**src/rtl/lsu_mem_stage.sv**
```systemverilog
// lsu_mem_stage: load/store controller between EX/MEM and the data memory.
// Takes one request through a valid/ready handshake, qualifies it (alignment
// and address range), drives the synchronous-read memory from latched
// registers and holds a registered response until MEM/WB consumes it.
module lsu_mem_stage #(
  parameter int ADDR_WIDTH = 6
) (
  input  logic        clk,
  input  logic        rst_n,
  input  logic        req_valid,
  output logic        req_ready,
  input  logic        req_is_load,
  input  logic        req_is_store,
  input  logic [31:0] req_addr,
  input  logic [31:0] req_wdata,
  input  logic [2:0]  req_func3,
  input  logic [4:0]  req_rd,
  output logic        mem_en_write,
  output logic [31:0] mem_address,
  output logic [31:0] mem_store_data,
  output logic [2:0]  mem_func3,
  input  logic [31:0] mem_load_data,
  output logic        rsp_valid,
  input  logic        rsp_ready,
  output logic [31:0] rsp_data,
  output logic [4:0]  rsp_rd,
  output logic [1:0]  rsp_fault,
  output logic [31:0] rsp_badaddr
);

  typedef enum logic [1:0] {
    S_IDLE   = 2'd0,
    S_ACCESS = 2'd1,
    S_READ   = 2'd2,
    S_RESP   = 2'd3
  } state_t;

  state_t      r_state;
  logic [31:0] r_addr;
  logic [31:0] r_wdata;
  logic [2:0]  r_func3;
  logic [4:0]  r_rd;
  logic        r_is_load;
  logic        r_is_store;
  logic [1:0]  r_fault;
  logic [31:0] r_rsp_data;
  logic        r_rsp_valid;
  logic        r_mem_we;

  logic        w_accept;
  logic [1:0]  w_fault;
  logic        w_ok_load;

  // Fault bits for a request: bit0 misaligned/illegal, bit1 outside the
  // decoded memory window. Both may be set at once.
  function automatic logic [1:0] calc_fault(input logic [31:0] addr,
                                            input logic [2:0]  f3,
                                            input logic        ld,
                                            input logic        st);
    logic mis;
    logic oor;
    mis = 1'b0;
    case (f3[1:0])
      2'b01:   mis = addr[0];
      2'b10:   mis = (addr[1:0] != 2'b00);
      2'b11:   mis = 1'b1;
      default: mis = 1'b0;
    endcase
    // 110/111 have no RV32I load/store meaning
    if (f3 == 3'b110 || f3 == 3'b111) mis = 1'b1;
    // unsigned variants exist only for loads
    if (f3[2] && st) mis = 1'b1;
    // a request claiming to be both load and store is rejected
    if (ld && st) mis = 1'b1;
    oor = ((addr >> ADDR_WIDTH) != 32'd0);
    return {oor, mis};
  endfunction

  assign w_accept  = req_valid && (r_state == S_IDLE);
  assign w_fault   = calc_fault(req_addr, req_func3, req_is_load, req_is_store);
  assign w_ok_load = r_is_load && !r_is_store && (r_fault == 2'b00);

  // Request FSM: latch on accept, one write/read access, then hold response.
  always_ff @(posedge clk or negedge rst_n) begin
    if (!rst_n) begin
      r_state     <= S_IDLE;
      r_addr      <= '0;
      r_wdata     <= '0;
      r_func3     <= '0;
      r_rd        <= '0;
      r_is_load   <= 1'b0;
      r_is_store  <= 1'b0;
      r_fault     <= '0;
      r_rsp_data  <= '0;
      r_rsp_valid <= 1'b0;
      r_mem_we    <= 1'b0;
    end else begin
      case (r_state)
        S_IDLE: begin
          if (w_accept) begin
            r_addr     <= req_addr;
            r_wdata    <= req_wdata;
            r_func3    <= req_func3;
            r_rd       <= req_rd;
            r_is_load  <= req_is_load;
            r_is_store <= req_is_store;
            r_fault    <= w_fault;
            r_rsp_data <= '0;
            // write strobe is live for exactly the ACCESS cycle
            r_mem_we   <= req_is_store && (w_fault == 2'b00);
            r_state    <= S_ACCESS;
          end
        end
        S_ACCESS: begin
          r_mem_we <= 1'b0;
          if (w_ok_load) begin
            r_state <= S_READ;
          end else begin
            r_rsp_valid <= 1'b1;
            r_state     <= S_RESP;
          end
        end
        S_READ: begin
          // memory output now reflects the address presented in ACCESS
          r_rsp_data  <= mem_load_data;
          r_rsp_valid <= 1'b1;
          r_state     <= S_RESP;
        end
        S_RESP: begin
          if (rsp_ready) begin
            r_rsp_valid <= 1'b0;
            r_state     <= S_IDLE;
          end
        end
        default: r_state <= S_IDLE;
      endcase
    end
  end

  assign req_ready      = (r_state == S_IDLE);
  assign mem_en_write   = r_mem_we;
  assign mem_address    = r_addr;
  assign mem_store_data = r_wdata;
  assign mem_func3      = r_func3;
  assign rsp_valid      = r_rsp_valid;
  assign rsp_data       = r_rsp_data;
  assign rsp_rd         = w_ok_load ? r_rd : 5'd0;
  assign rsp_fault      = r_fault;
  assign rsp_badaddr    = (r_fault != 2'b00) ? r_addr : 32'd0;

endmodule

```
**config.mk**
```make
export PLATFORM = sky130hd
export DESIGN_NAME = lsu_mem_stage
export DESIGN_NICKNAME = d
export VERILOG_FILES = /design/src/rtl/lsu_mem_stage.sv
export SDC_FILE = /design/constraint.sdc
export NUM_CORES = 1
export LEC_CHECK = 0
export CORE_ASPECT_RATIO = 0.6
export CORE_UTILIZATION = 42
export DETAILED_ROUTE_END_ITERATION = 8
export PLACE_DENSITY = 0.94
export SLEW_MARGIN = 15
export SYNTH_ARGS = -nofsm -noshare
export SYNTH_HDL_FRONTEND = slang
export SYNTH_SLANG_ARGS = --single-unit
export TNS_END_PERCENT = 5
```
**constraint.sdc**
```tcl
create_clock -name clk -period 5 [get_ports clk]
set_clock_uncertainty 0.1 [all_clocks]
set_input_delay 0.75 -clock clk [delete_from_list [all_inputs] [get_ports clk]]
set_output_delay 0.75 -clock clk [all_outputs]
set_load 0.005 [all_outputs]
```
==> out/metrics.yaml, run 1 <==
worst_setup_path:
  critical_path.max_stage_delay_ns: 0.57
  worstSetupEndpointType: "primary output"
  r2r_slack_ns: 2.67
  timing.critical_path.from_type: "register"
  critPathRequiredTime_ns: 4.15
  slowest_stage: "sky130_fd_sc_hd__nor4b_2"
  cp_data_arrival_time_ns: 2.06
  critical_path_peak_fanout: 7
  crit_buf_inv: 1
  crit_chain: "nor4b_2 -> and2_1 -> clkdlybuf4s50_1"
  timing.critical_path.max_delay_family: "simple AND/OR/NAND/NOR gates"
  worst-setup-path-type: "reg2out"
clock_network:
  tritoncts.num_buffers: 9
  clkSlewWorstSetupHoldPaths_ns: 0.07
  cts_resized: 0
  insertion_delay_ns: 0.34
  cts_post_setup_buffers_inserted: 0
  tritoncts: "built"
  clkSinkCount: 112
  clk_root_buffer_cell: "sky130_fd_sc_hd__clkbuf_16"
  cts_hold_buf: 0
  cts_max_level: 3
  clock_tree.buffer_depth: 2
cells_and_area:
  antenna_cells: 0
  finalCoreUtilization_pct: 71.3
  multi_input_comb_area_um2: 1660
  area_growth_syn_to_layout_pct: 65.3
  sequential_standard_cell_area_um2: 2800
  final_net_count: 677
  nFillCells: 705
  layout_cell_share_with_drive_strength_beyond_1_pct: 18.3
timing:
  totalNegativeSetupSlack_ns: 0
  finalWorstSetupSlack_ns: 2.09
  max_slew.worst_pin.slew_ns: 1.17
  fmax_mhz: 343
  fin_crit_ns: 2.91
  slew_violations: 0
  unrepaired_setup_endpoints_after_global_routing: "no"
  finalSetupViolCount: 0
  max_slew_margin_pct: 21.7
  final.period_utilization_pct: 58.2
  hold_violations: 0
logic_synthesis:
  avgSynthCellArea_um2: 14.3
  syn_area_um2: 4550
  synth_seq_area_share_pct: 61.6
  mappedNetlistNets: 432
  netlist_instances: 318
  synth_seq_cells: 112
  yosysUniqueCellTypes: 24
  synth.yosys.warnings: 0
routing:
  route.vias.total: 3532
  drt-wirelength-per-cell_um: 17.8
  drc_violation_count_after_routing: 0
  detail_route.wirelength_um: 12600
  drt_first_pass_iters: 5
  viasPerCell: 5.00
  detail_route.iter0.violations: 131
  antenna_left: 0
die:
  die-height_um: 82.6
  count_of_standard_cell_rows: 29
  die_width_um: 136
  top_level_ports: 251
  die-area_um2: 11300
  start_util_pct: 43.1
  fp.coreArea_um2: 10600
global_route:
  grt_start_max_net_pins: 80
  grt_first_pass_wirelength_um: 18800
  grt_antenna_before_repair: 0
  first_global_vias: 3647
  grt_remaining_overflow: 0
  track_usage_pct: 22.2
worst_hold_path:
  worst_hold_path_type: "in2async"
placement:
  hpwlAfterDp_um: 9420
  globalplace.congestion: 0.800
  place.port_buffers: 250
  setup_slack_after_placement_ns: 2.20
status:
  run_status: "complete, no violations"
pwr:
  peak_supply_drop_v: 0.000403
  pwr_dens_nw_per_um2: 635
  power.static_leakage_nw: 3.15
job:
  cap_viol_max_count: 0
## flip-flops by register name, indices dropped and copies added (netlist names)
register / count
mem_address: 32
mem_en_write: 1
mem_func3: 3
mem_store_data: 32
r_is_load: 1
r_is_store: 1
r_rd: 5
r_state: 2
rsp_data: 32
rsp_fault: 2
rsp_valid: 1
## synth_stat cells
master	n	share of area (%)
sky130_fd_sc_hd__nand3_1	2	0.22
sky130_fd_sc_hd__nor4_2	3	0.82
sky130_fd_sc_hd__o31ai_1	2	0.33
sky130_fd_sc_hd__nand2_1	3	0.25
sky130_fd_sc_hd__o21ai_0	3	0.33
sky130_fd_sc_hd__nor4b_2	1	0.33
sky130_fd_sc_hd__nor4_1	4	0.55
sky130_fd_sc_hd__nand4_1	1	0.14
sky130_fd_sc_hd__dfrtp_1	112	62
sky130_fd_sc_hd__nand2b_1	2	0.27
sky130_fd_sc_hd__mux2i_1	1	0.22
sky130_fd_sc_hd__nor2b_1	33	4.5
sky130_fd_sc_hd__a22o_1	33	6.3
sky130_fd_sc_hd__or4_1	1	0.16
sky130_fd_sc_hd__nor2_1	4	0.33
sky130_fd_sc_hd__and2_1	6	0.82
sky130_fd_sc_hd__ha_1	4	1.1
sky130_fd_sc_hd__inv_1	3	0.25
sky130_fd_sc_hd__or2b_2	1	0.19
sky130_fd_sc_hd__a21oi_1	2	0.22
sky130_fd_sc_hd__o21ai_1	2	0.22
sky130_fd_sc_hd__buf_2	15	1.6
sky130_fd_sc_hd__mux2_2	76	19
sky130_fd_sc_hd__clkbuf_1	4	0.33
## worst paths after layout
path	start	endpoint	cells past startpoint
setup / recovery	rsp_fault[1]	rsp_rd[4]	3
hold / removal	rst_n	mem_address[4]	1
setup reg to reg	r_state[0]	rsp_data[13]	5
hold reg to reg	mem_func3[1]	mem_func3[1]	1
max in group asynchronous	rst_n	mem_address[15]	2
min in group clk	mem_func3[1]	mem_func3[1]	1
## report_power, final
group	switching (mW)	leakage, nW	internal [mW]	total [mW]
clock network	0.327	0.165	0.505	0.832
logic	0.759	1.63	1.55	2.31
registers	0.286	1.35	1.35	1.64
## cell families (layout without fill, tap and decap cells)
| logic type | after synthesis | after routing | share of synthesized area, % |
|---|---|---|---|
| AOI/OAI and AO/OA | 42 | 42 | 7.45 |
| adders and majority gates | 4 | 4 | 1.10 |
| buffers and inverters | 22 | 272 | 2.23 |
| DFF | 112 | 112 | 61.6 |
| muxes | 77 | 77 | 19.0 |
| and+or+nand+nor | 61 | 61 | 8.63 |
## layout by cell type, fill, tap and decap left out, drive strengths merged
master / synthesis / final
inv: 3 / 4
nor4b: 1 / 1
mux2: 76 / 76
clkdlybuf4s50: 0 / 249
buf: 15 / 4
nand2: 3 / 3
nand2b: 2 / 2
or4: 1 / 1
and2: 6 / 6
nor2b: 33 / 33
bufinv: 0 / 3
o21ai: 5 / 5
clkinvlp: 0 / 2
a22o: 33 / 33
a21oi: 2 / 2
clkbuf: 4 / 10
nand3: 2 / 2
nand4: 1 / 1
o31ai: 2 / 2
nor2: 4 / 4
ha: 4 / 4
nor4: 7 / 7
dfrtp: 112 / 112
or2b: 1 / 1
mux2i: 1 / 1
## metal layers
metal	part of all wire [%]	GRT usage, %	up-vias
met3	6.9	6.35	11
met2	52	39.9	154
li1	-	-	1617
met1	41	26.6	1750
met5	0	0	-
met4	0.89	5.33	0
## area by class of cell
cell class / count / area share, %
repair buffers: 253 / 33.5
well taps: 139 / 2.31
multi-input cells: 184 / 22.1
flip-flops and latches: 112 / 37.2
clock inverters: 6 / 1.51
clock buffers: 10 / 3.18
inverters: 3 / 0.150
## metrics by stage
stage	hold slack, ns	cells	power (mW)	cell area (µm²)
6_report	0.404	707	4.78	7520
5_1_grt	0.423	707	5.09	7520
4_1_cts	0.410	707	4.83	7520
3_5_place_dp	0.391	691	3.98	7170
3_3_place_gp	0.380	691	3.86	7170
2_1_floorplan	0.354	318	2.51	4550
(Power assumes the default switching activity.)
==> inputs of run 2 (changes only) <==
--- a/config.mk
+++ b/config.mk
@@ -6,9 +6,9 @@
 export NUM_CORES = 1
 export LEC_CHECK = 0
 export CORE_ASPECT_RATIO = 0.6
-export CORE_UTILIZATION = 42
+export CORE_UTILIZATION = 39
 export DETAILED_ROUTE_END_ITERATION = 8
-export PLACE_DENSITY = 0.94
+export PLACE_DENSITY = 0.89
 export SLEW_MARGIN = 15
 export SYNTH_ARGS = -nofsm -noshare
 export SYNTH_HDL_FRONTEND = slang
==> constraint.sdc (replaced) <==
create_clock -name clk -period 2.7 [get_ports clk]
set_clock_uncertainty 0.1 [all_clocks]
set_input_delay 0.405 -clock clk [delete_from_list [all_inputs] [get_ports clk]]
set_output_delay 0.405 -clock clk [all_outputs]
set_load 0.005 [all_outputs]
==> out/metrics.yaml, run 2 (synthesis gave the netlist of run 1 again) <==
status:
  run_status: "complete, no violations"
clock_network:
  tritoncts: "built"
  insertion_delay_ns: 0.33
  clkSinkCount: 112
  cts_post_setup_buffers_inserted: 0
  clock_tree.buffer_depth: 2
  cts_max_level: 3
  clkSlewWorstSetupHoldPaths_ns: 0.07
  tritoncts.num_buffers: 9
  clk_root_buffer_cell: "sky130_fd_sc_hd__clkbuf_16"
timing:
  unrepaired_setup_endpoints_after_global_routing: "no"
  final.period_utilization_pct: 88.8
  slew_violations: 0
  totalNegativeSetupSlack_ns: 0
  fmax_mhz: 417
  max_slew.worst_pin.slew_ns: 1.16
  fin_crit_ns: 2.40
  finalHoldWorstSlack_ns: 0.405
  hold_violations: 0
  max_slew_margin_pct: 22.5
  finalSetupViolCount: 0
routing:
  drt_first_pass_iters: 4
  route.vias.total: 3577
  detail_route.wirelength_um: 13100
  drc_violation_count_after_routing: 0
  viasPerCell: 4.87
  detail_route.iter0.violations: 74
  antenna_left: 0
  drt-wirelength-per-cell_um: 17.8
worst_setup_path:
  worst-setup-path-type: "reg2out"
  regToRegStartpoint: "r_state[0]"
  critical_path_peak_fanout: 8
  critPathRequiredTime_ns: 2.19
  timing.critical_path.from_type: "register"
  timing.critical_path.from: "r_state[0]"
  worstSetupEndpointType: "primary output"
  cp_data_arrival_time_ns: 1.89
global_route:
  grt_remaining_overflow: 0
  met1_usage_pct: 27.1
  groute.layer.met2.usage_pct: 37.8
  grt_first_pass_wirelength_um: 20200
  grt_antenna_before_repair: 0
  first_global_vias: 3859
  grt_start_max_net_pins: 50
  track_usage_pct: 21.8
  grt_use_met3_pct: 6.98
  most_used_routing_layer_in_global_routing: "met2"
worst_hold_path:
  min-delay-start: "r_rd[4]"
  worst_hold_path_type: "reg2reg"
cells_and_area:
  antenna_cells: 0
  nFillCells: 826
  mostFrequentLayoutCells: "249 x sky130_fd_sc_hd__clkdlybuf4s50_1, 112 x sky130_fd_sc_hd__dfrtp_1, 76 x sky130_fd_sc_hd__mux2_2"
  design_area_um2: 7580
  layout_cell_share_with_drive_strength_beyond_1_pct: 19.0
  final_net_count: 683
  final_common_cell: "sky130_fd_sc_hd__clkdlybuf4s50_1"
  area_growth_syn_to_layout_pct: 66.6
  post_layout_nonfiller_instances: 734
placement:
  globalplace.congestion: 0.798
  place.detailed.instances: 717
  postPlaceCellArea_um2: 7270
  hpwlAfterDp_um: 10000
  place.port_buffers: 250
die:
  die_width_um: 141
  die-area_um2: 12100
  start_util_pct: 40.2
  count_of_standard_cell_rows: 30
  die-height_um: 85.7
  top_level_ports: 251
  fp.coreArea_um2: 11300
pwr:
  pwr_dens_nw_per_um2: 1150
  post_route_total_power_mw: 8.74
  power.static_leakage_nw: 3.17
  peak_supply_drop_v: 0.000495
job:
  cap_viol_max_count: 0
run 2: worst max-delay path, stage by stage (launching register included):
cell	delay, ns
sky130_fd_sc_hd__dfrtp_1	0.42
sky130_fd_sc_hd__inv_1	0.10
sky130_fd_sc_hd__ha_1	0.41
sky130_fd_sc_hd__clkdlybuf4s50_1	0.63
run 2: final timing paths:
check | end | slack, ns | cells after the start
setup / recovery | req_ready | 0.30 | 3
hold / removal | r_rd[4] | 0.40 | 1
setup reg to reg | rsp_data[2] | 0.36 | 5
hold reg to reg | r_rd[4] | 0.40 | 1
max in group asynchronous | mem_store_data[15] | 1.27 | 3
min in group asynchronous | mem_address[5] | 0.53 | 2
run 2: area by class of cell:
class,count,area [µm²],share of cell area (%)
Multi-Input combinational cell,184,1660,21.9
Inverter,3,11.3,0.148
Clock inverter,7,76.3,1.01
Sequential cell,112,2800,37.0
Clock buffer,9,225,2.97
Timing Repair Buffer,259,2610,34.4
Tap cell,160,200,2.64
run 2: timing repair:
| item | in CTS | in global routing |
|---|---|---|
| endpoints found under the setup margin | 0 | 0 |
| hold endpoints to repair | 19 | 0 |
| hold buffers | 1 | 0 |
| resized for setup | 0 | 0 |
run 2: where the power goes:
group          internal, mW  switching [mW]  total (mW)  leakage, nW
registers              2.50           0.533        3.03         1.35
logic                  2.90            1.46        4.36         1.67
clock network         0.731           0.618        1.35        0.148
total                  6.13            2.61        8.74         3.17
run 2: layer usage:
metal,routed length [µm],part of all wire [%]
met5,0,0
met4,35,0.27
met3,1050,8.0
met2,6580,50
met1,5430,41
run 2: stage by stage:
stage               worst slack (ns)  util [%]
floorplan                      0.765         -
global placement               0.368      64.2
detailed placement             0.245      64.2
CTS                            0.267      66.9
global route                   0.172      66.9
finish                         0.303      66.9
==> inputs of run 3 (changes only) <==
--- a/config.mk
+++ b/config.mk
@@ -9,6 +9,8 @@
 export CORE_UTILIZATION = 39
 export DETAILED_ROUTE_END_ITERATION = 8
 export PLACE_DENSITY = 0.89
+export SETUP_SLACK_MARGIN = 0.05
+export SKIP_LAST_GASP = 1
 export SLEW_MARGIN = 15
 export SYNTH_ARGS = -nofsm -noshare
 export SYNTH_HDL_FRONTEND = slang
==> results of run 3 <==
Final layout, timing and power as in run 2 (identical DEF).
